===== src/rtl/seq_bcd_mult_pkg.sv =====
// Shared types and constants for the sequential BCD multiplier: FSM states,
// seven-segment glyphs and the digit-count legality helper.
package seq_bcd_mult_pkg;

    typedef enum logic [1:0] {IDLE, MUL, CONV, DONE} state_t;

    localparam logic [6:0] SEG_0     = 7'h3F;
    localparam logic [6:0] SEG_1     = 7'h06;
    localparam logic [6:0] SEG_2     = 7'h5B;
    localparam logic [6:0] SEG_3     = 7'h4F;
    localparam logic [6:0] SEG_4     = 7'h66;
    localparam logic [6:0] SEG_5     = 7'h6D;
    localparam logic [6:0] SEG_6     = 7'h7D;
    localparam logic [6:0] SEG_7     = 7'h07;
    localparam logic [6:0] SEG_8     = 7'h7F;
    localparam logic [6:0] SEG_9     = 7'h6F;
    localparam logic [6:0] SEG_BLANK = 7'h00;

    // Smallest DIGITS such that 10^DIGITS exceeds the largest possible product.
    function automatic int min_digits(input int width);
        longint unsigned max_op;
        longint unsigned max_p;
        longint unsigned lim;
        int d;
        max_op = (64'd1 << width) - 64'd1;
        max_p  = max_op * max_op;
        d      = 1;
        lim    = 64'd10;
        while (lim <= max_p) begin
            d   = d + 1;
            lim = lim * 64'd10;
        end
        return d;
    endfunction

endpackage


===== src/rtl/seq_bcd_multiplier_seg7.sv =====
// Single-digit seven-segment encoder (bit0=a .. bit6=g, active-high);
// a blanked digit or a non-decimal nibble shows no segments.
module seg7_encode
    import seq_bcd_mult_pkg::*;
(
    input  logic [3:0] digit,
    input  logic       blank,
    output logic [6:0] seg
);

    // NOTE: seg gets a default before the case so no path leaves it unassigned (no latch).
    always_comb begin
        seg = SEG_BLANK;
        if (!blank) begin
            case (digit)
                4'd0:    seg = SEG_0;
                4'd1:    seg = SEG_1;
                4'd2:    seg = SEG_2;
                4'd3:    seg = SEG_3;
                4'd4:    seg = SEG_4;
                4'd5:    seg = SEG_5;
                4'd6:    seg = SEG_6;
                4'd7:    seg = SEG_7;
                4'd8:    seg = SEG_8;
                4'd9:    seg = SEG_9;
                default: seg = SEG_BLANK;
            endcase
        end
    end

endmodule


===== src/rtl/seq_bcd_multiplier.sv =====
// Sequential shift-add multiplier followed by double-dabble BCD conversion and
// seven-segment encoding. Optional build macro: LEADING_ZERO_BLANK_EN.
module seq_bcd_multiplier
    import seq_bcd_mult_pkg::*;
#(
    parameter int WIDTH  = 4,
    parameter int DIGITS = 3
) (
    input  logic                  clk,
    input  logic                  rst,
    input  logic                  start,
    input  logic [WIDTH-1:0]      a,
    input  logic [WIDTH-1:0]      b,
    output logic                  busy,
    output logic                  done,
    output logic [2*WIDTH-1:0]    product,
    output logic [4*DIGITS-1:0]   bcd,
    output logic [7*DIGITS-1:0]   seg
);

    localparam int PW    = 2 * WIDTH;
    localparam int BW    = 4 * DIGITS;
    localparam int DW    = BW + PW;
    localparam int CNT_W = $clog2(PW);

    if (WIDTH < 2 || WIDTH > 8) begin : g_bad_width
        $error("seq_bcd_multiplier: WIDTH must be within 2..8");
    end
    if (DIGITS < min_digits(WIDTH)) begin : g_bad_digits
        $error("seq_bcd_multiplier: DIGITS too small for WIDTH");
    end

    state_t             state, state_nx;
    logic [CNT_W-1:0]   cnt;
    logic [WIDTH-1:0]   mcand, mplier;
    logic [PW-1:0]      acc;
    logic [DW-1:0]      dd, dd_adj, dd_shift;
    logic [PW-1:0]      product_q;
    logic [BW-1:0]      bcd_q;
    logic [DIGITS-1:0]  blank;

    // One double-dabble step: correct every BCD nibble >= 5, then shift left.
    always_comb begin
        dd_adj = dd;
        for (int i = 0; i < DIGITS; i++) begin
            if (dd[PW+4*i +: 4] >= 4'd5)
                dd_adj[PW+4*i +: 4] = dd[PW+4*i +: 4] + 4'd3;
        end
        dd_shift = dd_adj << 1;
    end

    always_comb begin
        state_nx = state;
        unique case (state)
            IDLE: if (start)                       state_nx = MUL;
            MUL:  if (cnt == CNT_W'(WIDTH))        state_nx = CONV;
            CONV: if (cnt == CNT_W'(PW - 1))       state_nx = DONE;
            DONE:                                  state_nx = IDLE;
        endcase
    end

    // NOTE: sequential state uses non-blocking assignments so every register samples pre-edge values.
    always_ff @(posedge clk) begin
        if (rst) begin
            state     <= IDLE;
            cnt       <= '0;
            mcand     <= '0;
            mplier    <= '0;
            acc       <= '0;
            dd        <= '0;
            product_q <= '0;
            bcd_q     <= '0;
        end else begin
            state <= state_nx;
            unique case (state)
                IDLE: if (start) begin
                    mcand  <= a;
                    mplier <= b;
                    acc    <= '0;
                    cnt    <= '0;
                end
                // WIDTH add/shift steps, then one extra cycle to load the converter.
                MUL: if (cnt == CNT_W'(WIDTH)) begin
                    dd  <= {{BW{1'b0}}, acc};
                    cnt <= '0;
                end else begin
                    if (mplier[0])
                        acc <= acc + (PW'(mcand) << cnt);
                    mplier <= mplier >> 1;
                    cnt    <= cnt + 1'b1;
                end
                CONV: begin
                    dd  <= dd_shift;
                    cnt <= cnt + 1'b1;
                    if (cnt == CNT_W'(PW - 1)) begin
                        product_q <= acc;
                        bcd_q     <= dd_shift[DW-1 -: BW];
                    end
                end
                DONE: ;
            endcase
        end
    end

`ifdef LEADING_ZERO_BLANK_EN
    logic lead_zero;

    // Blank zero digits from the top down until the first non-zero; digit 0 always shows.
    always_comb begin
        blank     = '0;
        lead_zero = 1'b1;
        for (int i = DIGITS - 1; i >= 1; i--) begin
            lead_zero = lead_zero && (bcd_q[4*i +: 4] == 4'd0);
            blank[i]  = lead_zero;
        end
    end
`else
    assign blank = '0;
`endif

    for (genvar g = 0; g < DIGITS; g++) begin : g_seg
        seg7_encode u_seg7 (
            .digit (bcd_q[4*g +: 4]),
            .blank (blank[g]),
            .seg   (seg[7*g +: 7])
        );
    end

    assign busy    = (state != IDLE);
    assign done    = (state == DONE);
    assign product = product_q;
    assign bcd     = bcd_q;

endmodule


===== config.mk =====
export PLATFORM = sky130hd
export DESIGN_NAME = seq_bcd_multiplier
export DESIGN_NICKNAME = d
export VERILOG_FILES = /design/src/rtl/seq_bcd_mult_pkg.sv /design/src/rtl/seq_bcd_multiplier_seg7.sv /design/src/rtl/seq_bcd_multiplier.sv
export SDC_FILE = /design/constraint.sdc
export NUM_CORES = 1
export LEC_CHECK = 0
export CAP_MARGIN = 40
export CORE_MARGIN = 3
export CORE_UTILIZATION = 51
export DETAILED_ROUTE_END_ITERATION = 10
export MAX_ROUTING_LAYER = met4
export PLACE_DENSITY = 0.77
export RECOVER_POWER = 100
export SETUP_SLACK_MARGIN = 0.02
export SLEW_MARGIN = 5
export SYNTH_ARGS = -nofsm -noshare
export SYNTH_HDL_FRONTEND = slang
export SYNTH_SLANG_ARGS = --single-unit

===== constraint.sdc =====
create_clock -name clk -period 2.9 [get_ports clk]
set_input_delay 0.29 -clock clk [delete_from_list [all_inputs] [get_ports clk]]
set_output_delay 0.29 -clock clk [all_outputs]
set_load 0.1 [all_outputs]

==> flow_summary.ini, run 1 <==
[power_and_ir_drop]
power.density_nw_per_um2 = 573
swShare = 0.367
power_frac_comb = 0.301
p_sw_mw = 1.05
p_total_mw = 2.86
p_leak_nw = 1.84
peakVddDrop_v = 0.000492
intPower_mw = 1.81
p_clk_frac = 0.242
power_frac_seq = 0.457

[synth]
post_synth.cell_area_avg_um2 = 9.05
synthTopCellsByCount = 82 x dfxtp_1, 52 x nor2_1, 42 x nand2_1, 38 x ha_1, 32 x a21oi_1
synth-seq-cells = 82
yosysWarnings = 0
yosysSeqAreaShare = 0.362
synth_cell_type_count = 72
yosysMostFrequentCell = dfxtp_1
synthesis.area_um2 = 4540
synth_edf_count = 0
ys_top_cells_by_area = dfxtp_1 36%, ha_1 10%, mux2i_1 4.8%
yosysTopAreaCellShare = 0.362
synth_fp_nets = 552
async_reset_ff_frac = 0
synthFlopType = dfxtp_1
synth_cells = 502
yosysTopAreaCell = dfxtp_1

[worst_setup_path]
required_ns = 3.18
worstReg2RegEnd = g_seg[2].u_seg7.seg[0]$_DFF_P_
ff2ff_path_depth = 10
critPathSlowestCell = or4_1
crit_fanout = 5
critPathTopFamily = simple AND/OR/NAND/NOR gates
worstSetupPathType = reg -> reg
timing.rr.start = dd[12]$_SDFFE_PP0P_
path_cells = inv_1 > ha_1 > nand2b_1 > or3b_1 > a31oi_2 > and2_1 > inv_1 > ha_1 > or4_1 > o21ai_0
crit_path_max_incr_delay_ns = 0.51
critPathBufInv = 2
critPathArrivalTime_ns = 3.00
worstSetupStartpointType = register
cp-end-kind = register
rrSetupSlack_ns = 0.19

[floorplan]
fp.dieW_um = 100
die_y_um = 100
initial_core_util = 0.539
die_area_um2 = 10100
io_pins = 54
num_rows = 33
design.core.area_um2 = 8420

[grt]
overflow = 0
grt_use_total = 0.203
antenna_found_initial = 0
grt_pass1_wl_um = 16400
grt_pass1_vias = 3649
grt_max_degree = 33

[timing]
slew_headroom = 0.209
period_needed_ns = 2.71
drv_slew = 0
skew_ns = 0.0136
whs_ns = 0.334
setup_violations = 0
fin_setup_tns_ns = 0
worst_pin_slew_ns = 1.19
rsz0062_at_grt = false
fin_crit_sh = 0.936
fmax_ghz = 0.369
hold_viol = 0

[placed_design]
dp_hpwl_um = 7210
port_buffers = 53
place_area_um2 = 5040
gp_congestion = 0.933

[worst_hold_path]
min_from = rst
min_path_cells = 2
hold_class = in -> reg
min_to = dd[15]$_SDFFE_PP0P_

[cts]
clock_tree.buffer_depth = 2
cts-buffers-inserted = 9
clk_pin_slew_ns = 0.08
cts_root_buffer = clkbuf_8
post-cts-setup-buffers = 0
clock_latency_ns = 0.35
holdBufCountCts = 0
post_cts_resized = 0
htreeDepth = 3
cts.sinks = 82
cts_tree = done

[finish]
fillers = 815
fin_area_um2 = 4990
syn_to_final_growth_pct = 9.86
final_nets = 603
diodes = 0
drive_gt1_frac = 0.0791

[routing]
drt_iter0_drc = 108
drtPass1Iterations = 4
wl_per_cell_um = 14.7
routed_wl_um = 9750
ant_nets = 0
via_count = 3823
viasPerCell = 5.78
drc_errors = 0

[job]
max_cap_viol_count = 0

[run_status]
status = finished, final reports clean
## cell families after synthesis
logic type,after synthesis,synth area share
and+or+nand+nor,155,0.165
DFF,82,0.362
buffers and inverters,53,0.0576
adders and majority gates,39,0.109
xor gates and xnor gates,10,0.0193
muxes,24,0.0559
AOI/OAI and AO/OA,139,0.231
## worst max path at each step
stage / startpoint / end / slack, ns / cells after the start
after floorplan: cnt[1]$_SDFFE_PP0P_ / g_seg[2].u_seg7.seg[3]$_DFF_P_ / 0.12 / 11
after global routing: cnt[1]$_SDFFE_PP0P_ / g_seg[1].u_seg7.seg[5]$_DFF_P_ / 0.05 / 7
after detailed placement: cnt[1]$_SDFFE_PP0P_ / g_seg[2].u_seg7.seg[3]$_DFF_P_ / 0.08 / 10
after global placement: cnt[1]$_SDFFE_PP0P_ / g_seg[2].u_seg7.seg[3]$_DFF_P_ / 0.23 / 10
final: dd[12]$_SDFFE_PP0P_ / g_seg[2].u_seg7.seg[0]$_DFF_P_ / 0.19 / 10
after CTS: cnt[1]$_SDFFE_PP0P_ / g_seg[2].u_seg7.seg[3]$_DFF_P_ / 0.06 / 10
## cells in the final DEF (no fill, tap or decap), drive strengths merged, types with 5 or more instances in the layout
cell,n
a22oi,12
a31oi,6
nand2,43
nor2,52
mux2i,22
o22ai,11
a21oi,32
dfxtp,82
buf,10
xnor2,8
clkbuf,59
inv,25
o21ai,15
clkdlybuf4s50,9
nand4,5
and2,14
a221oi,5
a21o,5
ha,38
nand3,8
nand2b,7
a211oi,17
## stage by stage
step	utilization	setup slack, ns	cells
6_report	0.592	0.186	661
5_1_grt	0.592	0.0488	661
4_1_cts	0.616	0.0555	661
3_5_place_dp	0.598	0.0803	647
3_3_place_gp	0.597	0.228	646
2_1_floorplan	-	0.116	502
## worst register-to-register path, stage by stage (launching register included)
cell      delay, ns
dfxtp_1        0.43
inv_1          0.10
ha_1           0.25
nand2b_1       0.13
or3b_1         0.40
a31oi_2        0.23
and2_1         0.22
inv_1          0.11
ha_1           0.20
or4_1          0.51
o21ai_0        0.08
## registers in the layout, indices dropped and copies added (netlist names), 3 cells and up
register and count:
bcd 12, dd 20, mplier 4, acc 8, cnt 3, g_seg.u_seg7.seg 21, product 8, mcand 4
## layout make-up
type                            instances  area (um2)  share of cell area
Clock buffer                           11         131              0.0263
Tap cell                              105         131              0.0263
Timing Repair Buffer                   67         347              0.0695
Inverter                               26         101              0.0203
Sequential cell                        82        1640               0.330
Clock inverter                          3        18.8             0.00376
Multi-Input combinational cell        367        2620               0.524
## power by group through the flow
stage | logic (mW) | clock network [mW] | registers [mW]
6_report | 0.860 | 0.692 | 1.31
3_3_place_gp | 0.860 | 0 | 1.33
5_1_grt | 0.953 | 0.758 | 1.32
4_1_cts | 0.894 | 0.719 | 1.31
3_5_place_dp | 0.889 | 0 | 1.33
2_1_floorplan | 0.692 | 0 | 1.31
## routing by layer
metal / vias to the layer above / wire length, um / global-route usage
met5: - / 0 / -
li1: 1915 / - / -
met4: 0 / 191 / 0.0601
met3: 19 / 500 / 0.0452
met1: 1801 / 4350 / 0.239
met2: 88 / 4700 / 0.347
Note: power is estimated with default switching activity, not from simulation.
==> run 2, diff against run 1 <==
CORE_MARGIN = 5   (was 3)
==> flow_summary.ini, run 2 (synthesis gave the netlist of run 1 again) <==
[cts]
htreeDepth = 3
cts.sinks = 82
post-cts-setup-buffers = 0
clock_tree.buffer_depth = 2
cts-buffers-inserted = 9
clock_latency_ns = 0.35
clk_pin_slew_ns = 0.09
cts_root_buffer = clkbuf_8
cts_tree = done

[grt]
use_met3 = 0.0435
grt_max_degree = 68
grt_util_met2 = 0.299
grt_pass1_wl_um = 16500
grt-busiest-layer = met2
overflow = 0
grt_use_total = 0.183
use_met1 = 0.223
grt_pass1_vias = 3597
antenna_found_initial = 0

[worst_setup_path]
cp-end-kind = register
ff2ff_path_depth = 10
worstSetupPathType = reg -> reg
crit_path_start = dd[12]$_SDFFE_PP0P_
crit_fanout = 5
critPathArrivalTime_ns = 2.96
rrSetupSlack_ns = 0.22
worstReg2RegEnd = g_seg[2].u_seg7.seg[0]$_DFF_P_
required_ns = 3.18
worstSetupStartpointType = register
timing.rr.start = dd[12]$_SDFFE_PP0P_

[timing]
whs_ns = 0.205
rsz0062_at_grt = false
fin_setup_tns_ns = 0
setup_violations = 0
skew_ns = 0.00689
worst_pin_slew_ns = 1.18
drv_slew = 0
slew_headroom = 0.217
hold_viol = 0
fin_crit_sh = 0.925
period_needed_ns = 2.68
fmax_ghz = 0.373

[power_and_ir_drop]
swShare = 0.357
power.density_nw_per_um2 = 597
p_sw_mw = 1.07
power_frac_comb = 0.287
p_total_mw = 3.00
intPower_mw = 1.93
peakVddDrop_v = 0.000617
power_frac_seq = 0.434
p_clk_frac = 0.280
p_leak_nw = 1.86

[finish]
final_nets = 600
mostFrequentLayoutCells = 81 x dfxtp_1, 51 x nor2_1, 46 x clkbuf_1, 42 x nand2_1, 38 x ha_1
multi_input_area_um2 = 2620
syn_to_final_growth_pct = 10.9
final_common_cell = dfxtp_1
ff_latch_area_um2 = 1640
largest_reg_flops = 21
fillers = 812
drive_gt1_frac = 0.0757
diodes = 0

[routing]
routed_wl_um = 9970
ant_nets = 0
wl_per_cell_um = 15.0
drtPass1Iterations = 4
drc_errors = 0
via_count = 3781
viasPerCell = 5.70
drt_iter0_drc = 205

[placed_design]
dp_hpwl_um = 7100
port_buffers = 53
gp_congestion = 0.917

[worst_hold_path]
min_from = rst
hold_class = in -> reg
min_path_cells = 2
min_to = bcd[9]$_SDFFE_PP0P_

[floorplan]
fp.dieW_um = 104
initial_core_util = 0.523
die_y_um = 104
num_rows = 34
die_area_um2 = 10900
io_pins = 54
design.core.area_um2 = 8680

[run_status]
status = finished, final reports clean

[job]
max_cap_viol_count = 0
run 2: routing by layer:
metal | routed length (um) | up-vias | part of all wire
met5 | 0 | - | 0
met4 | 165 | 0 | 0.017
met3 | 582 | 15 | 0.058
met2 | 4730 | 105 | 0.47
met1 | 4490 | 1757 | 0.45
li1 | - | 1904 | -
run 2: worst max-delay path, stage by stage, from the launching register on:
cell and delay (ns):
dfxtp_1 0.41, inv_1 0.10, ha_1 0.25, nand2b_1 0.13, or3b_1 0.39, a31oi_2 0.22
and2_1 0.20, inv_1 0.11, ha_1 0.22, or4_1 0.51, o21ai_0 0.08
run 2: final cells by class:
| type | count | share of cell area |
|---|---|---|
| Inverter | 26 | 0.0201 |
| Clock buffer | 12 | 0.0288 |
| Clock inverter | 4 | 0.0102 |
| Tap cell | 108 | 0.0268 |
| Sequential cell | 82 | 0.326 |
| Timing Repair Buffer | 64 | 0.0681 |
| Multi-Input combinational cell | 367 | 0.520 |
run 2: worst max path at each step:
stage                                           endpoint  slack, ns  depth (start not counted)
after floorplan           g_seg[2].u_seg7.seg[3]$_DFF_P_       0.12                         11
after global placement    g_seg[2].u_seg7.seg[3]$_DFF_P_       0.25                         10
after detailed placement  g_seg[2].u_seg7.seg[3]$_DFF_P_        0.1                         10
after CTS                 g_seg[2].u_seg7.seg[3]$_DFF_P_       0.09                         10
after global routing                 acc[7]$_SDFFE_PP0P_       0.01                         10
final                     g_seg[2].u_seg7.seg[0]$_DFF_P_       0.22                         10
run 2: power by group through the flow:
stage | clock (mW) | sequential [mW] | combinational [mW]
6_report | 0.841 | 1.30 | 0.862
5_1_grt | 0.912 | 1.32 | 0.956
4_1_cts | 0.864 | 1.30 | 0.892
3_5_place_dp | 0 | 1.33 | 0.883
3_3_place_gp | 0 | 1.32 | 0.853
2_1_floorplan | 0 | 1.31 | 0.692
run 2: repair_timing:
action | 4_1_cts | 5_1_grt
hold buffers | 0 | 0
endpoints found under the hold margin | 0 | 0
gates resized for setup | 0 | 6
endpoints found under the setup margin | 0 | 5
run 2: stage by stage:
stage / instances / setup WS, ns / util / area [um2]
final: 663 / 0.218 / 0.580 / 5040
after global routing: 663 / 0.0133 / 0.580 / 5040
after detailed placement: 647 / 0.0979 / 0.580 / 5030
after CTS: 663 / 0.0853 / 0.603 / 5230
after global placement: 646 / 0.247 / 0.579 / 5020
after floorplan: 502 / 0.116 / - / 4540
==> run 3, diff against run 2 <==
ABC_AREA = 1   (was unset)
CORE_UTILIZATION = 57   (was 51)
PLACE_DENSITY = 0.82   (was 0.77)
SETUP_SLACK_MARGIN = unset   (was 0.02)
clock period = 3.5 ns   (was 2.9 ns; I/O delays follow)
==> flow_summary.ini, run 3 <==
[grt]
grt_use_total = 0.240
overflow = 0
antenna_found_initial = 0
grt_pass1_vias = 4127
grt_pass1_wl_um = 18700
grt_max_degree = 33

[synth]
yosysSeqAreaShare = 0.377
synthSimpleGateAreaFrac = 0.279
synth-compound-area-share = 0.140
synthTopCellsByCount = 171 x nand2_1, 82 x dfxtp_1, 59 x nor2_1, 56 x inv_1, 40 x o21ai_0
synthFlopType = dfxtp_1
yosysMostFrequentCell = nand2_1
ys_top_cells_by_area = dfxtp_1 38%, nand2_1 15%, ha_1 11%
synth_edf_count = 0
synth_top_family_by_area = simple AND/OR/NAND/NOR gates
yosysWarnings = 0
yosysTopAreaCellShare = 0.377
synth_cell_type_count = 37
synth_cells = 595
yosysTopAreaCell = dfxtp_1
synth_adder_area_share = 0.114
synth-xor-area-share = 0.00603
async_reset_ff_frac = 0
post_synth.cell_area_avg_um2 = 7.32
synth-seq-cells = 82
synth_fp_nets = 645
synthesis.area_um2 = 4350
synthMuxAreaShare = 0

[routing]
drt_iter0_drc = 210
ant_nets = 0
via_count = 4212
drtPass1Iterations = 6
viasPerCell = 5.32
routed_wl_um = 11200
drc_errors = 0
wl_per_cell_um = 14.1

[worst_setup_path]
worstSetupStartpointType = primary input
ff2ff_path_depth = 12
critPathArrivalTime_ns = 3.17
worstSetupPathType = in -> reg
required_ns = 3.74
cp-end-kind = register
crit_fanout = 26

[timing]
fin_setup_tns_ns = 0
drv_slew = 0
rsz0062_at_grt = false
skew_ns = 0.0116
worst_pin_slew_ns = 1.23
slew_headroom = 0.183
setup_ws_ns = 0.566
fin_crit_sh = 0.838
hold_viol = 0
fmax_ghz = 0.341
period_needed_ns = 2.93
setup_violations = 0

[cts]
post_cts_resized = 0
holdBufCountCts = 0
htreeDepth = 3
clk_pin_slew_ns = 0.09
cts_tree = done
clock_latency_ns = 0.35
cts-buffers-inserted = 9
post-cts-setup-buffers = 0
cts.sinks = 82
clock_tree.buffer_depth = 2
cts_root_buffer = clkbuf_8

[power_and_ir_drop]
power.density_nw_per_um2 = 448
p_total_mw = 2.34
peakVddDrop_v = 0.000240
p_leak_nw = 2.37

[finish]
fillers = 579
final_common_cell = nand2_1
fin_area_um2 = 5220
largest_reg_flops = 21
diodes = 0
mostFrequentLayoutCells = 174 x nand2_1, 82 x dfxtp_1, 60 x inv_1, 59 x nor2_1, 50 x clkdlybuf4s50_1
final_nets = 737
syn_to_final_growth_pct = 19.8
drive_gt1_frac = 0.0506

[floorplan]
num_rows = 31
io_pins = 54
die_area_um2 = 9490
initial_core_util = 0.594
die_y_um = 97.4
design.core.area_um2 = 7330
fp.dieW_um = 97.4

[placed_design]
gp_congestion = 0.862
port_buffers = 53
place_area_um2 = 5550
dp_hpwl_um = 8080
place_ws_ns = 0.842

[worst_hold_path]
hold_class = reg -> reg
min_path_cells = 2

[run_status]
status = finished, final reports clean

[job]
max_cap_viol_count = 0
## run 3: cell count changes after synthesis, moves of 17 or more
cell,previous run,this run
a211oi_1,17,0
nand2_1,42,171
mux2i_1,22,0
inv_1,23,56
nand3_1,8,25
o21ai_0,13,40
## run 3: cell families after synthesis
| family | after synthesis |
|---|---|
| AND/OR/NAND/NOR | 280 |
| AO/OA/AOI/OAI | 108 |
| buffers and inverters | 83 |
| flip-flops | 82 |
| adder cells (fa/ha/maj) | 39 |
| XOR/XNOR | 3 |
## run 3: worst max-delay path, cell delays in order
cell	delay (ns)
dlygate4sd3_1	0.84
inv_1	0.18
clkbuf_1	0.77
o21ai_0	0.23
a21oi_1	0.36
inv_1	0.21
o21ai_0	0.14
nand2_1	0.09
## run 3: layer usage
layer  wire, um  up-vias  global-route usage
li1           -     2102                   -
met1       4640     1928               0.272
met2       5770      149               0.424
met3        500       33              0.0395
met4        279        0              0.0916
met5          0        -                   -
## run 3: through the flow
| step | utilization | instances | hold WS, ns |
|---|---|---|---|
| 3_5_place_dp | 0.757 | 775 | 0.468 |
| 6_report | 0.712 | 791 | 0.478 |
| 5_1_grt | 0.712 | 791 | 0.507 |
| 4_1_cts | 0.784 | 791 | 0.481 |
| 3_3_place_gp | 0.670 | 733 | 0.454 |
| 2_1_floorplan | - | 595 | 0.444 |
## run 3: final timing paths
kind	start	to	slack [ns]
worst max-delay path	rst	g_seg[1].u_seg7.seg[1]$_DFF_P_	0.57
worst min-delay path	mplier[3]$_SDFFE_PP0P_	mplier[3]$_SDFFE_PP0P_	0.48
worst max register to register	state[0]$_SDFFE_PP0P_	g_seg[0].u_seg7.seg[5]$_DFF_P_	0.71
worst min register to register	mplier[3]$_SDFFE_PP0P_	mplier[3]$_SDFFE_PP0P_	0.48
## run 3: final cells by class
class | instances | area, um2 | share of cell area
clock inverters | 4 | 51.3 | 0.00983
inverters | 66 | 248 | 0.0475
well taps | 99 | 124 | 0.0237
multi-input cells | 430 | 2290 | 0.438
repair buffers | 98 | 721 | 0.138
flip-flops and latches | 82 | 1640 | 0.315
clock buffers | 12 | 145 | 0.0278
## run 3: power by group
part | internal [mW] | switching (mW)
clock | 0.350 | 0.339
combinational | 0.160 | 0.418
sequential | 1.01 | 0.0576
total | 1.52 | 0.815
